### src/rtl/pc_fetch_pkg.sv
// Shared types and constants for the instruction-fetch front end.
package pc_fetch_pkg;

    typedef enum logic [1:0] {
        StIdle,
        StReq,
        StWait,
        StDiscard
    } fetch_state_e;

    localparam int unsigned INSTR_BYTES = 4;
    localparam logic [31:0] NOP_INSTR   = 32'h0000_0013;
    localparam int unsigned FIFO_DEPTH  = 2;
    localparam int unsigned CNT_W       = 2;

endpackage

### src/rtl/fetch_fifo2.sv
// Two-entry FIFO of {pc, instr} pairs; entry 0 is always the head.
module fetch_fifo2
    import pc_fetch_pkg::*;
(
    input  logic             clk,
    input  logic             rst_n,
    input  logic             push_i,
    input  logic [63:0]      push_data_i,
    input  logic             pop_i,
    input  logic             flush_i,
    output logic [CNT_W-1:0] count_o,
    output logic [63:0]      head_o
);

    logic [63:0]      mem_q [FIFO_DEPTH];
    logic [63:0]      mem_d [FIFO_DEPTH];
    logic [CNT_W-1:0] count_q, count_d;
    logic [CNT_W-1:0] wr_idx;
    logic             do_pop, do_push;

    always_comb begin
        mem_d   = mem_q;
        count_d = count_q;
        do_pop  = pop_i && (count_q != '0);
        do_push = push_i && ((count_q < CNT_W'(FIFO_DEPTH)) || do_pop);
        wr_idx  = count_q - {1'b0, do_pop};
        if (flush_i) begin
            count_d = '0;
        end else begin
            // Shift toward the head on pop, then write behind the surviving entries.
            if (do_pop) begin
                mem_d[0] = mem_q[1];
            end
            if (do_push) begin
                mem_d[wr_idx[0]] = push_data_i;
            end
            count_d = count_q + {1'b0, do_push} - {1'b0, do_pop};
        end
    end

    always_ff @(posedge clk or negedge rst_n) begin
        if (!rst_n) begin
            count_q  <= '0;
            mem_q[0] <= '0;
            mem_q[1] <= '0;
        end else begin
            count_q  <= count_d;
            mem_q[0] <= mem_d[0];
            mem_q[1] <= mem_d[1];
        end
    end

    assign count_o = count_q;
    assign head_o  = mem_q[0];

endmodule

### src/rtl/pc_fetch_unit.sv
// Instruction-fetch front end: owns the PC, issues one fetch at a time, buffers two words.
module pc_fetch_unit
    import pc_fetch_pkg::*;
#(
    parameter logic [31:0] RESET_PC = 32'h0000_0000
) (
    input  logic        clk,
    input  logic        rst_n,
    input  logic        redirect_valid,
    input  logic [31:0] redirect_pc,
    output logic        imem_req,
    output logic [31:0] imem_addr,
    input  logic        imem_gnt,
    input  logic        imem_rvalid,
    input  logic [31:0] imem_rdata,
    output logic        instr_valid,
    input  logic        instr_ready,
    output logic [31:0] instr_data,
    output logic [31:0] instr_pc
);

    fetch_state_e     state_q, state_d;
    logic [31:0]      pc_q, pc_d;
    logic [31:0]      req_pc_q, req_pc_d;
    logic [CNT_W-1:0] fifo_count;
    logic [63:0]      fifo_head;
    logic             fifo_push, fifo_pop, fifo_flush;
    logic             granted;

    // Request only depends on registered state, never on gnt/rvalid/ready.
    assign imem_req    = (state_q == StReq) && (fifo_count < CNT_W'(FIFO_DEPTH));
    assign imem_addr   = pc_q;
    assign granted     = imem_req && imem_gnt;

    assign instr_valid = (fifo_count != '0);
    assign instr_data  = instr_valid ? fifo_head[31:0] : NOP_INSTR;
    assign instr_pc    = instr_valid ? fifo_head[63:32] : 32'h0;
    assign fifo_pop    = instr_valid && instr_ready;

    always_comb begin
        state_d    = state_q;
        pc_d       = pc_q;
        req_pc_d   = req_pc_q;
        fifo_push  = 1'b0;
        fifo_flush = 1'b0;

        unique case (state_q)
            StIdle: state_d = StReq;
            StReq: begin
                if (granted) begin
                    req_pc_d = pc_q;
                    pc_d     = pc_q + 32'(INSTR_BYTES);
                    state_d  = StWait;
                end
            end
            StWait: begin
                if (imem_rvalid) begin
                    fifo_push = 1'b1;
                    state_d   = StReq;
                end
            end
            StDiscard: begin
                if (imem_rvalid) begin
                    state_d = StReq;
                end
            end
            default: state_d = StIdle;
        endcase

        // Redirect overrides everything; a response still in flight must be swallowed later.
        if (redirect_valid && (state_q != StIdle)) begin
            pc_d       = redirect_pc & ~32'h3;
            fifo_push  = 1'b0;
            fifo_flush = 1'b1;
            if (granted || (((state_q == StWait) || (state_q == StDiscard)) && !imem_rvalid)) begin
                state_d = StDiscard;
            end else begin
                state_d = StReq;
            end
        end
    end

    always_ff @(posedge clk or negedge rst_n) begin
        if (!rst_n) begin
            state_q  <= StIdle;
            pc_q     <= RESET_PC;
            req_pc_q <= RESET_PC;
        end else begin
            state_q  <= state_d;
            pc_q     <= pc_d;
            req_pc_q <= req_pc_d;
        end
    end

    fetch_fifo2 u_fifo (
        .clk         (clk),
        .rst_n       (rst_n),
        .push_i      (fifo_push),
        .push_data_i ({req_pc_q, imem_rdata}),
        .pop_i       (fifo_pop),
        .flush_i     (fifo_flush),
        .count_o     (fifo_count),
        .head_o      (fifo_head)
    );

endmodule
### config.mk
export PLATFORM = sky130hd
export DESIGN_NAME = pc_fetch_unit
export DESIGN_NICKNAME = d
export VERILOG_FILES = /design/src/rtl/pc_fetch_pkg.sv /design/src/rtl/fetch_fifo2.sv /design/src/rtl/pc_fetch_unit.sv
export SDC_FILE = /design/constraint.sdc
export NUM_CORES = 1
export LEC_CHECK = 0
export CORE_MARGIN = 1.5
export CORE_UTILIZATION = 45
export CTS_BUF_LIST = sky130_fd_sc_hd__clkbuf_4 sky130_fd_sc_hd__clkbuf_8
export CTS_CLUSTER_DIAMETER = 200
export CTS_CLUSTER_SIZE = 30
export DETAILED_ROUTE_END_ITERATION = 10
export GPL_TIMING_DRIVEN = 0
export PLACE_DENSITY = 0.71
export SLEW_MARGIN = 25
export SYNTH_ARGS = -nofsm -noshare
export SYNTH_HDL_FRONTEND = slang
export SYNTH_SLANG_ARGS = --single-unit
### constraint.sdc
create_clock -name clk -period 4.2 [get_ports clk]
set_clock_uncertainty 0.1 [all_clocks]
set_input_delay 0.42 -clock clk [delete_from_list [all_inputs] [get_ports clk]]
set_output_delay 0.42 -clock clk [all_outputs]
set_load 0.01 [all_outputs]
After elaboration in Yosys (flattened, before gate mapping):

Index checks and enable logic that the tools add are counted.

* register bits: 196
* input port bits: 70
* output and inout port bits: 98
* word-level logic and storage cells: 63

* add/sub/neg operators: 4
* magnitude comparators: 3
* eq/ne operators: 5
* multiplexer cells: 21
* bitwise operators: 2
* reductions and logical operators: 22

Operators by type and width (count)
* 64-bit 2-to-1 mux: 3
* 32-bit 2-to-1 mux: 5
* 128-bit bitwise mux: 1
* 128-bit 2-to-1 mux: 1
* 64-bit demux with 1-bit select: 1
* 32-bit by 3-bit adder with 32-bit output (second input constant): 1
* 2-bit 2-to-1 mux: 5
* 1-bit logical AND: 8
* 2-bit AND reduction: 4
* 2-bit nonzero test: 4
* 2-bit one-hot mux with 3 select lines: 1
* 2-bit == test (second input constant): 2
* 1-bit 2-to-1 mux: 4
* 1-bit logical OR: 3
* 3-bit by 1-bit != test with 1-bit output (second input constant): 1
* 3-bit by 2-bit != test with 1-bit output (second input constant): 1
* 2-bit by 1-bit adder with 2-bit output: 1
* 2-bit by 1-bit == test with 1-bit output (second input constant): 1
* 2-bit greater-or-equal comparator (second input constant): 1
* 2-bit zero test: 1
* 2-bit by 1-bit less-than comparator with 1-bit output (second input constant): 1
* 2-bit less-than comparator (second input constant): 1
* 1-bit inverter with 2-bit output: 1
* 2-bit OR reduction: 1
* other kinds (4): 4

Logic depth before layout (Yosys ltp):

* word-level depth: 11
* gate-level depth with buffers: 9
* depth with buffers taken out: 9

Modules after synthesis:

A second synthesis with hierarchy kept.

* cells, all modules: 943
* area total of the unflattened synthesis: 9806.9 µm²

By module, submodules not included
* fetch_fifo2: times used 1, cells each 538, area each 6367.4 µm², seq. area each 3253.1 µm²
* pc_fetch_unit: times used 1, cells each 405, area each 3439.5 µm², seq. area each 1551.5 µm²

Worst setup path after synthesis:

OpenSTA, ideal clock, no wires.

* kind: register to register
* start point: register u_fifo.count_q[1] (netlist: u_fifo.count_o[1])
* end point: register u_fifo.mem_q (netlist bit u_fifo.head_o[1])
* library setup time: 0.125 ns
* data arrival time: 2.354 ns
* data required time: 3.975 ns
* setup slack: 1.621 ns
* stages on the path, launching flop included: 9
* buffers on the path: 1
* clock period less this slack: 2.579 ns
* cells stage by stage: dfrtp_1 -> or2_2 -> nand2_1 -> inv_1 -> ha_1 -> o211ai_1 -> clkbuf_1 -> mux2_2 -> mux2_2

* longest elaborated chain between the ends: 11
* elaborated cells between the ends (all ways): 17
* classes of those cells: add/sub (1); order compare (3); mux (6); bitwise (1); reduce/logical (6)

RTL lines
* start, declared: RTL line fetch_fifo2.sv:17 `logic [CNT_W-1:0] count_q, count_d;`
* start signal, assigned: RTL line fetch_fifo2.sv:47 `count_q <= count_d;`
* 2-bit nonzero test: RTL line fetch_fifo2.sv:24, pc_fetch_unit.sv:35
* 1-bit logical AND: RTL line pc_fetch_unit.sv:38 `assign fifo_pop = instr_valid && instr_ready;`
* 1-bit logical AND: RTL line fetch_fifo2.sv:24 `do_pop = pop_i && (count_q != '0);`
* 1-bit subtractor: RTL line fetch_fifo2.sv:26 `wr_idx = count_q - {1'b0, do_pop};`
* 1-bit inverter with 2-bit output (not written as such): RTL line fetch_fifo2.sv:35 `mem_d[wr_idx[0]] = push_data_i;`
* 2-bit greater-or-equal comparator (not written as such) / 2-bit by 1-bit less-than comparator with 1-bit output (equally long branches): RTL line fetch_fifo2.sv:35
* 1-bit logical AND (not written as such): RTL line fetch_fifo2.sv:35
* 64-bit 2-to-1 mux (not written as such): RTL line fetch_fifo2.sv:35
* 64-bit demux with 1-bit select: RTL line fetch_fifo2.sv:35
* 128-bit bitwise mux: RTL line fetch_fifo2.sv:35
* 128-bit 2-to-1 mux *: RTL line fetch_fifo2.sv:34 `if (do_push) begin`
* end, declared: RTL line fetch_fifo2.sv:15 `logic [63:0] mem_q [FIFO_DEPTH];`

Mark *: on every way between the ends. The rest lies on a longest branch, timed or not. The select of a mux whose other input is x is not followed.
A chain may end at the register's enable or synchronous reset.

Final worst setup path:

* start point: register u_fifo.count_q[1] (netlist: u_fifo.count_o[1])
* end point: output instr_pc[21]

* longest elaborated chain between the ends: 2

RTL lines
* 2-bit nonzero test: RTL line pc_fetch_unit.sv:35 `assign instr_valid = (fifo_count != '0);`
* 32-bit 2-to-1 mux: RTL line pc_fetch_unit.sv:37 `assign instr_pc = instr_valid ? fifo_head[63:32] : 32'h0;`
* end, declared: RTL line pc_fetch_unit.sv:19 `output logic [31:0] instr_pc`

No other way between the ends.

==> impl_summary.md <==
STA
Setup repair after global routing left no endpoint under its margin. Setup violations remaining at the end of the flow were counted as 0. The number of failing hold endpoints at the final stage was 0. The number of pins exceeding their max-slew limit in the final report is 0. The worst slew margin relative to its limit is ~45%. The part of the cycle the worst path needs is a little under 80%. The final worst setup slack is 0.961 ns. Static timing analysis puts the maximum clock frequency at 0.309 GHz.

Subtracting the final worst setup slack from the clock period gives 3.24 ns. The transition at the pin with the smallest max-transition slack is ~0.82 ns.

Run status
The run finished with clean final reports.

Worst hold path
The path class of the tightest hold or removal check is in2async.

Yosys
The post-synthesis cell type count is 40. In the synthesized netlist the async set-or-reset flop fraction comes to 100%. Summing the sequential cell areas from Yosys gives a little over half of the chip area. The synthesized design devotes to its leading area cell type 53.4% of total area. During synthesis, Yosys emitted a total of 0 warnings. The number of flip-flops and latches in the synthesized netlist is 190. The combined area of all synthesized cells is 8910 sq um.

The number of flops mapped to enable cells by yosys is 0. By area the synthesized netlist is led by sky130_fd_sc_hd__dfrtp_1, sky130_fd_sc_hd__mux2_2, sky130_fd_sc_hd__and2_1. The gate count of the mapped netlist is 704. sky130_fd_sc_hd__dfrtp_1 takes more of the synthesized area than any other cell. The most frequently used flop master after synthesis is sky130_fd_sc_hd__dfrtp_1. The average footprint of a synthesized cell is 12.7 sq um.

Clocking
The number of levels the H-tree was split into is 4. The number of buffers added by the clock tree synthesis step is 17. In this run, post-CTS repair resized a total of 0 instances. The maximum root-to-sink buffer count is 2. The post-cts hold buffer count is 1. The clock drives 190 sinks.

The clock transition time at the flip-flop clock pins of the worst setup and hold paths is 0.09 ns. Once the clock tree was built, the setup fixing pass inserted 0 buffers. The later pin in the worst-skew pair is clocked with a latency of 0.46 ns. The root buffer cell is sky130_fd_sc_hd__clkbuf_8. The TritonCTS clock tree is built.

Global routing
Entering global routing, the biggest net connects 85 pins. After global routing the overflow that remains totals 0. The global routing met3 resource utilization is between 3 and 4%. In the global route stage, met1 resource usage came out at around 28%. The global routing stage identified its most utilized layer as met2. The global routing usage on met2 is between 30% and 40%. In the global route stage, overall resource usage came out at 20.8%.

The initial antenna violation count came to 1. The number of global-route vias before repair is 6211. The wire length of the first global-routing pass is 32.7 mm.

Pwr
The worst-case IR drop observed on VDD is 0.000252 V. In this run the power density over the cells is 516 nW/um^2. Summed over all cells, the static leakage comes to 5.10 nW.

Critical path
The kind of critical path is reg2out. The reg-to-reg critical path startpoint is u_fifo.count_o[1]. The type of element capturing the critical path is an output port. For the worst setup path, the data required time is 3.68 ns. The kind of launch point of the worst setup path is a flip-flop.

The critical-path maximum fanout is 10. Setup slack on the worst reg-to-reg path comes out at 1.04 ns. The signal arrival time at the worst endpoint is ~2.7 ns. The number of cells on the worst reg-to-reg path is 8.

The endpoint identified for the worst register-to-register timing path is u_fifo.head_o[49].

Floorplanning
For this configuration, the core starts out at a cell density of between 40% and 50%. The region available for standard cell placement spans 19500 sq um. The die span in x is 144 microns. Measured along the y axis, the die boundary spans 144 microns. During I/O placement, the number of pins put on the boundary was 168. The die covers 20600 sq um.

The number of standard-cell rows in the floorplan is 51.

Finish
After the flow finishes, the layout carries non-filler instances totaling between 1000 and 1500. Fill cells in the final layout number 1646. The final net count is between 900 and 1000.

Of the cells placed in the final design, the portion with a size suffix greater than 1 is 29.3%. The area growth from synthesis to final layout is 27.5%.

Place
The number of placed cells counting well taps is 1135. The number of buffer cells added on primary ports is 163. OpenSTA, run right after detailed placement, puts the worst setup slack at 0.804 ns. The HPWL reported at the end of detailed placement is 14.5 mm. Routability-driven placement finished with a final weighted congestion of slightly above 0.8.

Detailed routing
In the routed design, unresolved DRC markers number 0. The average wire per standard cell is ~18 microns. The number of DRC markers after the initial detailed-route iteration is 274.

After detailed routing, the number of vias per cell comes to ~5.3. The post-detailed-routing wire length is 20.5 mm. The count of nets left with antenna violations once routing finished came out at 0.

For this run, the detailed router's first-pass iteration total came to 5. The detailed-route via count is roughly 6200.

Run
The total of max-cap violations is 0.
power by group:
part	switching, W	leakage (nW)	internal [W]	total, W
combinational	0.000695	2.41	0.00103	0.00173
sequential	0.000417	2.48	0.00246	0.00287
clock	0.000658	0.207	0.000596	0.00125
per-layer routing:
layer | vias to the layer above | share of wire (%)
met5 | - | 0
met4 | 0 | 2.2
met3 | 28 | 4.5
met2 | 156 | 48
met1 | 3083 | 45
li1 | 2883 | -
area by class of cell:
class | instances | area (sq um) | area share [%]
sequential | 190 | 4750 | 41.9
multi-input combinational | 461 | 3940 | 34.7
timing repair buffer | 166 | 1700 | 15.0
tap | 265 | 332 | 2.92
clock buffer | 18 | 241 | 2.13
buffer | 45 | 186 | 1.64
clock inverter | 14 | 165 | 1.45
inverter | 9 | 33.8 | 0.298
antenna | 1 | 2.50 | 0.0220
kinds of logic after synthesis:
kind of cell	after synthesis	share of synthesized area (%)
xor gates and xnor gates	11	1.08
muxes	217	27.4
and+or+nand+nor	173	11.2
other	1	0.0421
AOI/OAI and AO/OA	55	3.99
adders and majority gates	3	0.421
DFF	190	53.4
buffers and inverters	54	2.47
per-stage QoR:
stage | hold WS (ns) | TNS (ns) | util [%] | area [sq um] | total power, W
final | 0.306 | 0 | 58.3 | 11400 | 0.00585
after global routing | 0.299 | 0 | 58.3 | 11400 | 0.00622
after CTS | 0.272 | 0 | 58.3 | 11400 | 0.00591
after detailed placement | 0.199 | 0 | 56.2 | 10900 | 0.00466
after global placement | 0.376 | -1037.69 | 55.9 | 10900 | 0.00459
after floorplan | 0.0244 | 0 | - | 8910 | 0.00391
placed cells by master, fill, tap and decap left out, types with 8 or more instances in the layout:
cell / instances
sky130_fd_sc_hd__inv_1: 9
sky130_fd_sc_hd__and3_1: 8
sky130_fd_sc_hd__xnor2_1: 8
sky130_fd_sc_hd__o21ai_0: 14
sky130_fd_sc_hd__clkbuf_1: 32
sky130_fd_sc_hd__or4_1: 15
sky130_fd_sc_hd__nand2_1: 20
sky130_fd_sc_hd__mux2_2: 216
sky130_fd_sc_hd__nand3_1: 14
sky130_fd_sc_hd__clkdlybuf4s50_1: 162
sky130_fd_sc_hd__buf_2: 8
sky130_fd_sc_hd__and2_1: 64
sky130_fd_sc_hd__o31ai_1: 14
sky130_fd_sc_hd__nor2_1: 22
sky130_fd_sc_hd__a31oi_1: 19
sky130_fd_sc_hd__nand4_1: 10
sky130_fd_sc_hd__dfrtp_1: 190
sky130_fd_sc_hd__clkbuf_8: 17
synth_stat cells, types with 9 or more instances:
cell,n
sky130_fd_sc_hd__a31oi_1,19
sky130_fd_sc_hd__and2_1,64
sky130_fd_sc_hd__clkbuf_1,32
sky130_fd_sc_hd__dfrtp_1,190
sky130_fd_sc_hd__inv_1,9
sky130_fd_sc_hd__mux2_2,216
sky130_fd_sc_hd__nand2_1,20
sky130_fd_sc_hd__nand3_1,14
sky130_fd_sc_hd__nand4_1,10
sky130_fd_sc_hd__nor2_1,22
sky130_fd_sc_hd__o21ai_0,14
sky130_fd_sc_hd__o31ai_1,14
sky130_fd_sc_hd__or4_1,15
state kept, by name (all words and copies together), names as in the netlist:
name,flops
u_fifo.count_o,2
state_q,2
req_pc_q,30
imem_addr,30
u_fifo.mem_q,62
u_fifo.head_o,64
worst max path at each step:
stage                            from           endpoint  slack, ns  cells past startpoint
floorplan           u_fifo.count_o[1]   u_fifo.head_o[1]       1.62                      8
global placement                rst_n   u_fifo.mem_q[16]      -5.47                      1
detailed placement        instr_ready  u_fifo.head_o[49]       0.80                      8
CTS                 u_fifo.count_o[1]       instr_pc[21]       0.87                      5
global route        u_fifo.count_o[1]       instr_pc[12]       0.78                      5
finish              u_fifo.count_o[1]       instr_pc[21]       0.96                      5
worst max-delay path: stages (launching register included):
cell,delay [ns]
sky130_fd_sc_hd__dfrtp_1,0.40
sky130_fd_sc_hd__or2_2,0.15
sky130_fd_sc_hd__clkbuf_1,0.46
sky130_fd_sc_hd__clkbuf_1,0.44
sky130_fd_sc_hd__and2_1,0.26
sky130_fd_sc_hd__clkdlybuf4s50_1,0.55
No activity file was read; power rests on OpenSTA's default activity.
